===== config.mk =====
export PLATFORM = sky130hd
export DESIGN_NAME = decoder_3to8_stream
export DESIGN_NICKNAME = d
export VERILOG_FILES = /design/src/rtl/decoder_3to8_stream.sv
export SDC_FILE = /design/constraint.sdc
export NUM_CORES = 1
export LEC_CHECK = 0
export CAP_MARGIN = 30
export CORE_MARGIN = 3
export CORE_UTILIZATION = 46
export CTS_CLUSTER_SIZE = 14
export DETAILED_ROUTE_END_ITERATION = 8
export GPL_TIMING_DRIVEN = 0
export PLACE_DENSITY = 0.79
export SLEW_MARGIN = 0
export SYNTH_ARGS = -nofsm -noshare
export SYNTH_HDL_FRONTEND = slang
export SYNTH_SLANG_ARGS = --single-unit
export TNS_END_PERCENT = 100

===== constraint.sdc =====
create_clock -name clk -period 3.6 [get_ports clk]
set_input_delay 0.72 -clock clk [delete_from_list [all_inputs] [get_ports clk]]
set_output_delay 0.72 -clock clk [all_outputs]
set_load 0.005 [all_outputs]

===== src/rtl/decoder_3to8_stream.sv =====
// rtl/decoder_3to8_stream.sv - streaming 3-to-8 one-hot decoder with input FIFO and delivered-word counter
module decoder_3to8_stream #(
    parameter int DEPTH = 4,
    parameter int CNT_W = 8
) (
    input  logic                     clk,
    input  logic                     rst,
    input  logic [2:0]               din,
    input  logic                     din_valid,
    output logic                     din_ready,
    input  logic                     flush,
    output logic [7:0]               dout,
    output logic                     dout_valid,
    input  logic                     dout_ready,
    output logic [$clog2(DEPTH):0]   level,
    output logic [CNT_W-1:0]         count
);
    localparam int AW = $clog2(DEPTH);
    localparam logic [AW:0]      PTR_ONE = (AW+1)'(1);
    localparam logic [CNT_W-1:0] CNT_ONE = CNT_W'(1);

    typedef enum logic {OUT_EMPTY, OUT_FULL} out_state_t;

    out_state_t  state, state_nxt;
    logic [2:0]  mem [DEPTH];
    logic [AW:0] wptr, rptr;
    logic        full, empty, push, pop, deliver;

    // Pointer MSBs differ only when the write side has lapped the read side.
    assign empty = (wptr == rptr);
    assign full  = (wptr[AW] != rptr[AW]) && (wptr[AW-1:0] == rptr[AW-1:0]);

    assign din_ready  = !full && !rst && !flush;
    assign push       = din_valid && din_ready;
    assign dout_valid = (state == OUT_FULL);

    always_ff @(posedge clk) begin
        if (rst) state <= OUT_EMPTY;
        else     state <= state_nxt;
    end

    always_comb begin
        state_nxt = state;
        pop       = 1'b0;
        deliver   = 1'b0;
        case (state)
            OUT_EMPTY: begin
                if (!empty) begin
                    pop       = 1'b1;
                    state_nxt = OUT_FULL;
                end
            end
            OUT_FULL: begin
                if (dout_ready) begin
                    deliver = 1'b1;
                    if (!empty) pop = 1'b1;
                    else        state_nxt = OUT_EMPTY;
                end
            end
            default: state_nxt = OUT_EMPTY;
        endcase
        // Flush drops both handshakes offered in its cycle.
        if (flush) begin
            pop       = 1'b0;
            deliver   = 1'b0;
            state_nxt = OUT_EMPTY;
        end
    end

    always_ff @(posedge clk) begin
        if (push) mem[wptr[AW-1:0]] <= din;
    end

    always_ff @(posedge clk) begin
        if (rst) begin
            wptr  <= '0;
            rptr  <= '0;
            level <= '0;
            dout  <= 8'h00;
            count <= '0;
        end else if (flush) begin
            wptr  <= '0;
            rptr  <= '0;
            level <= '0;
            dout  <= 8'h00;
        end else begin
            if (push) wptr <= wptr + PTR_ONE;
            if (pop)  rptr <= rptr + PTR_ONE;
            case ({push, pop})
                2'b10:   level <= level + PTR_ONE;
                2'b01:   level <= level - PTR_ONE;
                default: level <= level;
            endcase
            if (pop)          dout <= 8'h01 << mem[rptr[AW-1:0]];
            else if (deliver) dout <= 8'h00;
            if (deliver) count <= count + CNT_ONE;
        end
    end
endmodule


## Yosys cells after proc, flatten, opt, wreduce, memory -nomap -nowiden

Memory sizes are Yosys's and may differ from the RTL's. A register that Yosys moved wholly into a read port is not among the register bits.
Cells that the tools add are included.

| storage, ports and cells | value |
|---|---|
| bits in registers | 26 |
| RAM bits | 12 |
| input port bits | 8 |
| memories kept | 1 |

| cells by class | value |
|---|---|
| add/subtract/negate cells | 5 |
| equality and inequality tests | 5 |
| shifts and indexed selects | 1 |
| muxes and demuxes | 16 |
| bitwise gates (word level) | 2 |
| reductions and logical operators | 11 |

Memory list:

| name | depth | width | rd ports | clocked after Yosys merged registers in | wr ports | RTL line | RTL |
|---|---|---|---|---|---|---|---|
| mem | 4 | 3 | 1 | 1 | 1 | 25 | `logic [2:0] mem [DEPTH];` |

Operators by type and width:

| kind | count |
|---|---|
| two-way mux 8 bit | 2 |
| adder 3 x 1 -> 3 bit, second input constant | 3 |
| two-way mux 1 bit | 9 |
| adder 8 x 1 -> 8 bit, second input constant | 1 |
| left shift 1 x 3 -> 8 bit, first input constant | 1 |
| one-hot mux 3 bit (2 select lines) | 1 |
| logical AND 1 bit | 4 |
| two-way mux 2 bit | 2 |
| one-hot mux 1 bit (2 select lines) | 2 |
| nonzero test 2 bit | 2 |
| == test 3 bit | 1 |
| logical NOT 1 bit | 3 |
| subtractor 3 x 1 -> 3 bit, second input constant | 1 |
| == test 2 x 1 -> 1 bit, second input constant | 1 |
| == test 2 bit | 1 |
| == test 2 bit, second input constant | 1 |
| NOT 1 bit | 2 |
| AND reduction 2 bit | 1 |
| OR reduction 2 bit | 1 |
| != test 1 bit | 1 |

## Logic depth before layout (Yosys ltp)

Gate-level depths: netlist (run 1).

| logic depth | value |
|---|---|
| word-level depth | 8 |
| depth in mapped cells | 10 |
| depth with buffers taken out | 8 |

## Worst setup path after synthesis (run 1)

No wires, ideal clock.

| timing | value |
|---|---|
| kind | input -> register |
| from | input rst |
| to | register level[2] |
| library setup time | 71 ps |
| data arrival time | 2882 ps |
| setup slack | 647 ps |
| stages on the path | 10 |
| path buffers | 2 |
| cell sequence | buf_2 or2_1 buf_2 a311oi_2 inv_1 ha_1 fa_1 xnor2_1 or3_1 a21oi_1 |

| on the way | value |
|---|---|
| cells in the longest elaborated chain, start to end | 6 |
| elaborated cells between the ends (all ways) | 9 |

Ends and longest elaborated chain:

| element | RTL line | RTL |
|---|---|---|
| start, declared | 7 | `input logic rst,` |
| logical NOT 1 bit | 33 | `assign din_ready = !full && !rst && !flush;` |
| logical AND 1 bit (2 in a row) | 33 |  |
| logical AND 1 bit | 34 | `assign push = din_valid && din_ready;` |
| == test 2 x 1 -> 1 bit or == test 2 bit (tied branches) | 89 | `case ({push, pop})` |
| one-hot mux 3 bit (2 select lines) or nonzero test 2 bit (tied branches) | n/a |  |
| end signal, assigned | 90 | `2'b10: level <= level + PTR_ONE;` |
| end signal, assigned | 91 | `2'b01: level <= level - PTR_ONE;` |
| end signal, assigned | 92 | `default: level <= level;` |
| end, declared | 15 | `output logic [$clog2(DEPTH):0] level,` |

Parallel ways exist; a longest one is shown, timed or not.
A chain may end at the register's enable or synchronous reset.

## Worst setup path in the final report (run 1)

| timing | value |
|---|---|
| from | input flush |
| to | output din_ready |

| on the way | value |
|---|---|
| cells in the longest elaborated chain, start to end | 2 |

Ends and longest elaborated chain:

| element | RTL line | RTL |
|---|---|---|
| start, declared | 11 | `input logic flush,` |
| logical NOT 1 bit | 33 |  |
| logical AND 1 bit | 33 |  |
| end, declared | 10 | `output logic din_ready,` |

Every way passes these cells.

==> results of run 1 <==
==> flip-flops by register name, indices dropped and copies added (netlist names), named ones only <==
signal	cells
wptr	3
dout_valid	1
dout	8
mem	12
rptr	3
count	8
level	3
==> where the power goes <==
part / total (mW) / leakage [nW] / internal, mW / switching [mW]
logic: 0.0574 / 0.362 / 0.0268 / 0.0306
registers: 0.474 / 0.334 / 0.469 / 0.00536
clock network: 0.285 / 0.0412 / 0.135 / 0.150
==> per-layer routing <==
layer	track usage, %	vias to the layer above	part of all wire [%]
li1	-	608	-
met2	29.69	29	52
met1	17.98	588	41
met5	0	-	0
met4	5.316	0	1.5
met3	6.323	6	5.5
==> cell type report <==
cell class                 count  area [um2]  area share, %
sequential                    40       920.9          43.19
multi-input combinational     99       754.5          35.39
timing repair buffer          27       270.3          12.68
clock buffer                   6       72.57          3.404
tap                           46       57.56          2.700
inverter                       8       30.03          1.408
buffer                         3       13.76         0.6455
clock inverter                 2       12.51         0.5869
==> worst paths after layout <==
path | end | cells past startpoint
worst min register to register | dout[1] | 1
worst min-delay path | dout[1] | 1
worst max-delay path | din_ready | 6
worst max register to register | level[2] | 8
==> metrics by stage <==
step           std cells  setup slack [ns]  utilization (%)  area, um2
2_1_floorplan        150            0.6473                -       1719
3_3_place_gp         223            0.1512            59.02       2047
3_5_place_dp         223           0.08825            59.02       2047
4_1_cts              231            0.2455            61.47       2132
5_1_grt              231            0.1049            61.47       2132
6_report             231            0.2607            61.47       2132
==> Yosys cell counts, types with 2 or more instances <==
library cell	instances	area share [%]
a32o_1	4	2.3
mux2i_1	2	1.2
mux4_2	3	3.9
nand4_1	2	0.73
a311oi_2	2	1.7
ha_1	7	5.1
nand4b_1	2	1.0
dfxtp_1	28	33
and2_1	3	1.1
nand2_1	15	3.3
xor2_1	4	2.0
inv_1	8	1.7
xnor2_1	8	4.1
o21ai_0	6	1.7
edfxtp_1	12	21
or3_1	5	1.8
o2bb2ai_1	4	2.0
nor3_1	2	0.58
a21oi_1	7	2.0
nor2_1	11	2.4
buf_2	2	0.58
==> worst max-delay path: stages <==
cell	delay (ns)
clkdlybuf4s50_1	0.48
or2_1	0.23
buf_2	0.17
buf_1	0.24
a31oi_1	0.23
clkdlybuf4s50_1	0.53
==> logic make-up (layout without fill, tap and decap cells) <==
group | count (synthesis) | in the layout | synth area share, %
and+or+nand+nor | 47 | 47 | 13.90
xor gates and xnor gates | 12 | 12 | 6.113
buffers and inverters | 11 | 46 | 2.547
adders and majority gates | 8 | 8 | 6.259
AOI/OAI and AO/OA | 27 | 27 | 12.52
muxes | 5 | 5 | 5.094
DFF | 40 | 40 | 53.57
==> run_results.csv, run 1 <==
group,metric,value,unit
finish,diodes,0,
route,wl,3177,um
place,port_buffers,27,
route,wire_per_inst,13.75,um
synth,synth_seq_cells,40,
pwr,power.density,383.0,mW/mm2
sta,slew_headroom,63.76,%
clock_network,ctsHoldBuffers,0,
place,place.gp.congestion,0.7726,
place,detailedPlacementHpwl,2446,um
sta,hold_viol_final,0,
clock_network,cts_buffers,5,
floorplan,die_h,67.14,um
setup_path,rrSetupSlack,1.01,ns
finish,fill_cells,295,
synth,ys.flop_type,"dfxtp_1",
global_route,grt_use_total,16.60,%
sta,setup_tns,0,ns
finish,syn_to_final_growth,24.02,%
synth,seq_area_frac_synth,53.57,%
status,status,"completed",
global_route,grt_pass1_vias,1219,
clock_network,cts_sinks,40,
sta,worst_slew_pin_slew,0.5397,ns
synth,syn_inst,150,
clock_network,clkSlewWorstSetupHoldPaths,0.07,ns
clock_network,cts_resized,0,
min_path,hold_class,"reg2reg",
route,ant_nets,0,
min_path,hold_start,"dout[1]",
floorplan,row_count,21,
global_route,antenna_found_initial,0,
global_route,grt_max_degree,14,
synth,ys_warn_count,0,
setup_path,critPathKind,"in2out",
setup_path,start_kind,"input pin",
synth,async_reset_ff_share,0,%
floorplan,io_pins,29,
pwr,irDropWorstVdd,0.0003116,V
floorplan,coreArea,0.003468,mm2
finish,nets,200,
sta,clock_skew,0.006872,ns
floorplan,dieArea,0.004507,mm2
sta,fin_hold_ws,0.4743,ns
setup_path,crit_fanout,10,
finish,most-common-layout-cells,"dfxtp_1, clkdlybuf4s50_1, nand2_1",
clock_network,clock_path_buffers,2,
pwr,total_power,0.8166,mW
synth,synth_area_per_cell,11.46,um2
sta,setup_viol,0,
route,first_pass_iters,4,
clock_network,cts_tree,"built",
global_route,grt_pass1_wl,5471,um
synth,synth_edf_count,12,
setup_path,cp-end-kind,"primary output",
pwr,leakagePower,0.7371,nW
floorplan,start_util,49.57,%
sta,maxSlewViolCount,0,
clock_network,worstSkewPairLatency,0.29,ns
clock_network,clock-root-buffer,"clkbuf_8",
setup_path,worstSetupStartpoint,"flush",
floorplan,die_w,67.14,um
synth,syn_area,0.001719,mm2
sta,period_share,92.76,%
sta,rsz0062_at_grt,"no",
sta,timing.fmax,299.5,MHz
clock_network,post-cts-setup-buffers,0,
setup_path,critPathArrivalTime,2.62,ns
synth,synth_nets,166,
global_route,grt_overflow,0,
route,via_count,1231,
route,drc,0,
synth,yosysUniqueCellTypes,34,
route,viasPerCell,5.329,
clock_network,htree_levels,2,
setup_path,r2r_start,"wptr[0]",
setup_path,worst_ep_required_time,2.88,ns
run,maxCapViolCount,0,
route,drtIter0Drc,55,
finish,drive_above_1_share,9.189,%
finish,mostFrequentLayoutCell,"dfxtp_1",
sta,period_needed,3.339,ns
No activity file was read; power rests on OpenSTA's default activity.
==> run 2: changes to the inputs <==
--- a/config.mk
+++ b/config.mk
@@ -8,10 +8,11 @@
 export CAP_MARGIN = 30
 export CORE_MARGIN = 3
 export CORE_UTILIZATION = 46
-export CTS_CLUSTER_SIZE = 14
+export CTS_CLUSTER_SIZE = 28
 export DETAILED_ROUTE_END_ITERATION = 8
 export GPL_TIMING_DRIVEN = 0
-export PLACE_DENSITY = 0.79
+export MAX_ROUTING_LAYER = met4
+export PLACE_DENSITY = 0.77
 export SLEW_MARGIN = 0
 export SYNTH_ARGS = -nofsm -noshare
 export SYNTH_HDL_FRONTEND = slang
==> run 2 against run 1 <==
- total power is 8.4% higher
- via count rose by 1.4%
- final area is 1.2% higher
- critical path depth did not move
- register-to-register slack improved by 0.02 ns
- die area unchanged
- worst setup slack gained 0.033 ns
- sequential share of layout area down 0.53 points
- highest routed layer unchanged
- critical path type unchanged
- combinational power up 0.9%
- critical endpoint unchanged
==> run_results.csv, run 2 (synthesis results as in run 1) <==
group,metric,value,unit
min_path,hold_path_depth,1,
place,place.gp.congestion,0.8092,
min_path,worstHoldEndpoint,"dout[2]",
finish,drive_above_1_share,9.189,%
floorplan,die_h,67.14,um
pwr,leakagePower,0.7517,nW
sta,period_needed,3.306,ns
pwr,total_power,0.8852,mW
setup_path,critPathArrivalTime,2.59,ns
route,ant_nets,0,
min_path,hold_class,"reg2reg",
place,port_buffers,27,
setup_path,cpMaxStageDelayCell,"clkdlybuf4s50_1",
finish,stdcell_area,0.002158,mm2
finish,largest_reg_flops,12,
sta,rsz0062_at_grt,"no",
place,dp.cells,223,
clock_network,worstSkewPairLatency,0.29,ns
setup_path,r2r_cells,8,
route,first_pass_iters,4,
setup_path,r2r_end,"level[2]",
finish,multi_input_area,754.5,um2
sta,setup_viol,0,
finish,fill_cells,295,
finish,mostFrequentLayoutCell,"dfxtp_1",
floorplan,io_pins,29,
setup_path,rrSetupSlack,1.03,ns
floorplan,start_util,49.57,%
clock_network,cts_sinks,40,
setup_path,crit_fanout,10,
global_route,grt_pass1_wl,5292,um
place,placed_area,0.002047,mm2
clock_network,cts_resized,0,
finish,diodes,0,
min_path,hold_start,"dout[2]",
setup_path,start_kind,"input pin",
sta,maxSlewViolCount,0,
pwr,irDropWorstVdd,0.0002487,V
setup_path,cp_cell_sequence,"clkdlybuf4s50_1 -> or2_1 -> buf_2 -> buf_1 -> a31oi_1 -> clkdlybuf4s50_1",
route,wl,3111,um
floorplan,coreArea,0.003468,mm2
setup_path,cp_slowest_stage_delay,0.53,ns
finish,most-common-layout-cells,"dfxtp_1, clkdlybuf4s50_1, nand2_1",
sta,period_share,91.83,%
setup_path,critPathKind,"in2out",
floorplan,die_w,67.14,um
sta,slew_headroom,60.56,%
floorplan,dieArea,0.004507,mm2
floorplan,row_count,21,
route,viasPerCell,5.403,
setup_path,cp-end-kind,"primary output",
setup_path,worst_ep_required_time,2.88,ns
route,wire_per_inst,13.47,um
sta,clock_skew,0.003646,ns
global_route,grt_max_degree,14,
sta,hold_viol_final,0,
clock_network,clock-root-buffer,"clkbuf_8",
clock_network,clkSlewWorstSetupHoldPaths,0.07,ns
sta,timing.fmax,302.5,MHz
clock_network,ctsHoldBuffers,0,
finish,syn_to_final_growth,25.55,%
sta,worst_slew_pin_slew,0.5873,ns
route,via_count,1248,
setup_path,r2r_start,"rptr[1]",
status,status,"completed",
global_route,grt_overflow,0,
global_route,grt_pass1_vias,1187,
clock_network,cts_tree,"built",
run,maxCapViolCount,0,
clock_network,clock_path_buffers,2,
pwr,power.density,410.1,mW/mm2
place,detailedPlacementHpwl,2420,um
clock_network,htree_levels,2,
route,drc,0,
clock_network,cts_buffers,5,
route,drtIter0Drc,77,
global_route,grt_use_total,16.23,%
sta,setup_tns,0,ns
clock_network,post-cts-setup-buffers,0,
finish,stdcell_count,231,
setup_path,path_common_cell,"clkdlybuf4s50_1",
global_route,antenna_found_initial,0,
finish,nets,200,
finish,ff_latch_area,920.9,um2
==> run 2: layout make-up <==
class                      count  share of cell area [%]
inverter                       8                   1.391
clock inverter                 3                   1.971
buffer                         3                  0.6377
timing repair buffer          27                   12.52
sequential                    40                   42.67
tap                           46                   2.667
clock buffer                   5                   3.188
multi-input combinational     99                   34.96
==> run 2: worst max-delay path, delay by kind of cell <==
kind,cells,cell delay [ns]
AO/OA/AOI/OAI,1,0.22
AND/OR/NAND/NOR,1,0.23
buffers and inverters,4,1.42
==> run 2: how the worst max path moves through the flow <==
stage                     startpoint        end
after global routing           flush  din_ready
after global placement         flush   level[2]
after floorplan                  rst   level[2]
final                          flush  din_ready
after CTS                      flush  din_ready
after detailed placement       flush   level[2]
==> run 2: through the flow <==
step	util (%)	hold slack [ns]	setup WS [ns]
finish	62.23	0.4689	0.2940
global route	62.23	0.4879	0.1342
detailed placement	59.02	0.4548	0.1069
CTS	62.23	0.4729	0.2713
global placement	59.02	0.4447	0.1537
floorplan	-	0.4558	0.6473
==> run 2: where the power goes <==
group          internal (mW)  switching (mW)
clock                  0.205           0.148
sequential             0.469         0.00520
combinational         0.0270          0.0309
total                  0.701           0.185
==> run 2: routing by layer <==
metal	routed length, um	vias up	GRT usage, %
li1	-	608	-
met1	1301	599	19.32
met4	49	0	5.316
met2	1565	35	26.63
met5	0	-	-
met3	194	6	4.493
==> run 3: changes to the inputs <==
--- a/config.mk
+++ b/config.mk
@@ -13,8 +13,8 @@
 export GPL_TIMING_DRIVEN = 0
 export MAX_ROUTING_LAYER = met4
 export PLACE_DENSITY = 0.77
-export SLEW_MARGIN = 0
+export SLEW_MARGIN = 40
 export SYNTH_ARGS = -nofsm -noshare
 export SYNTH_HDL_FRONTEND = slang
 export SYNTH_SLANG_ARGS = --single-unit
-export TNS_END_PERCENT = 100
+export TNS_END_PERCENT = 30
==> results of run 3 <==
Same layout as run 2: the final DEF is identical, and so are final timing and power.
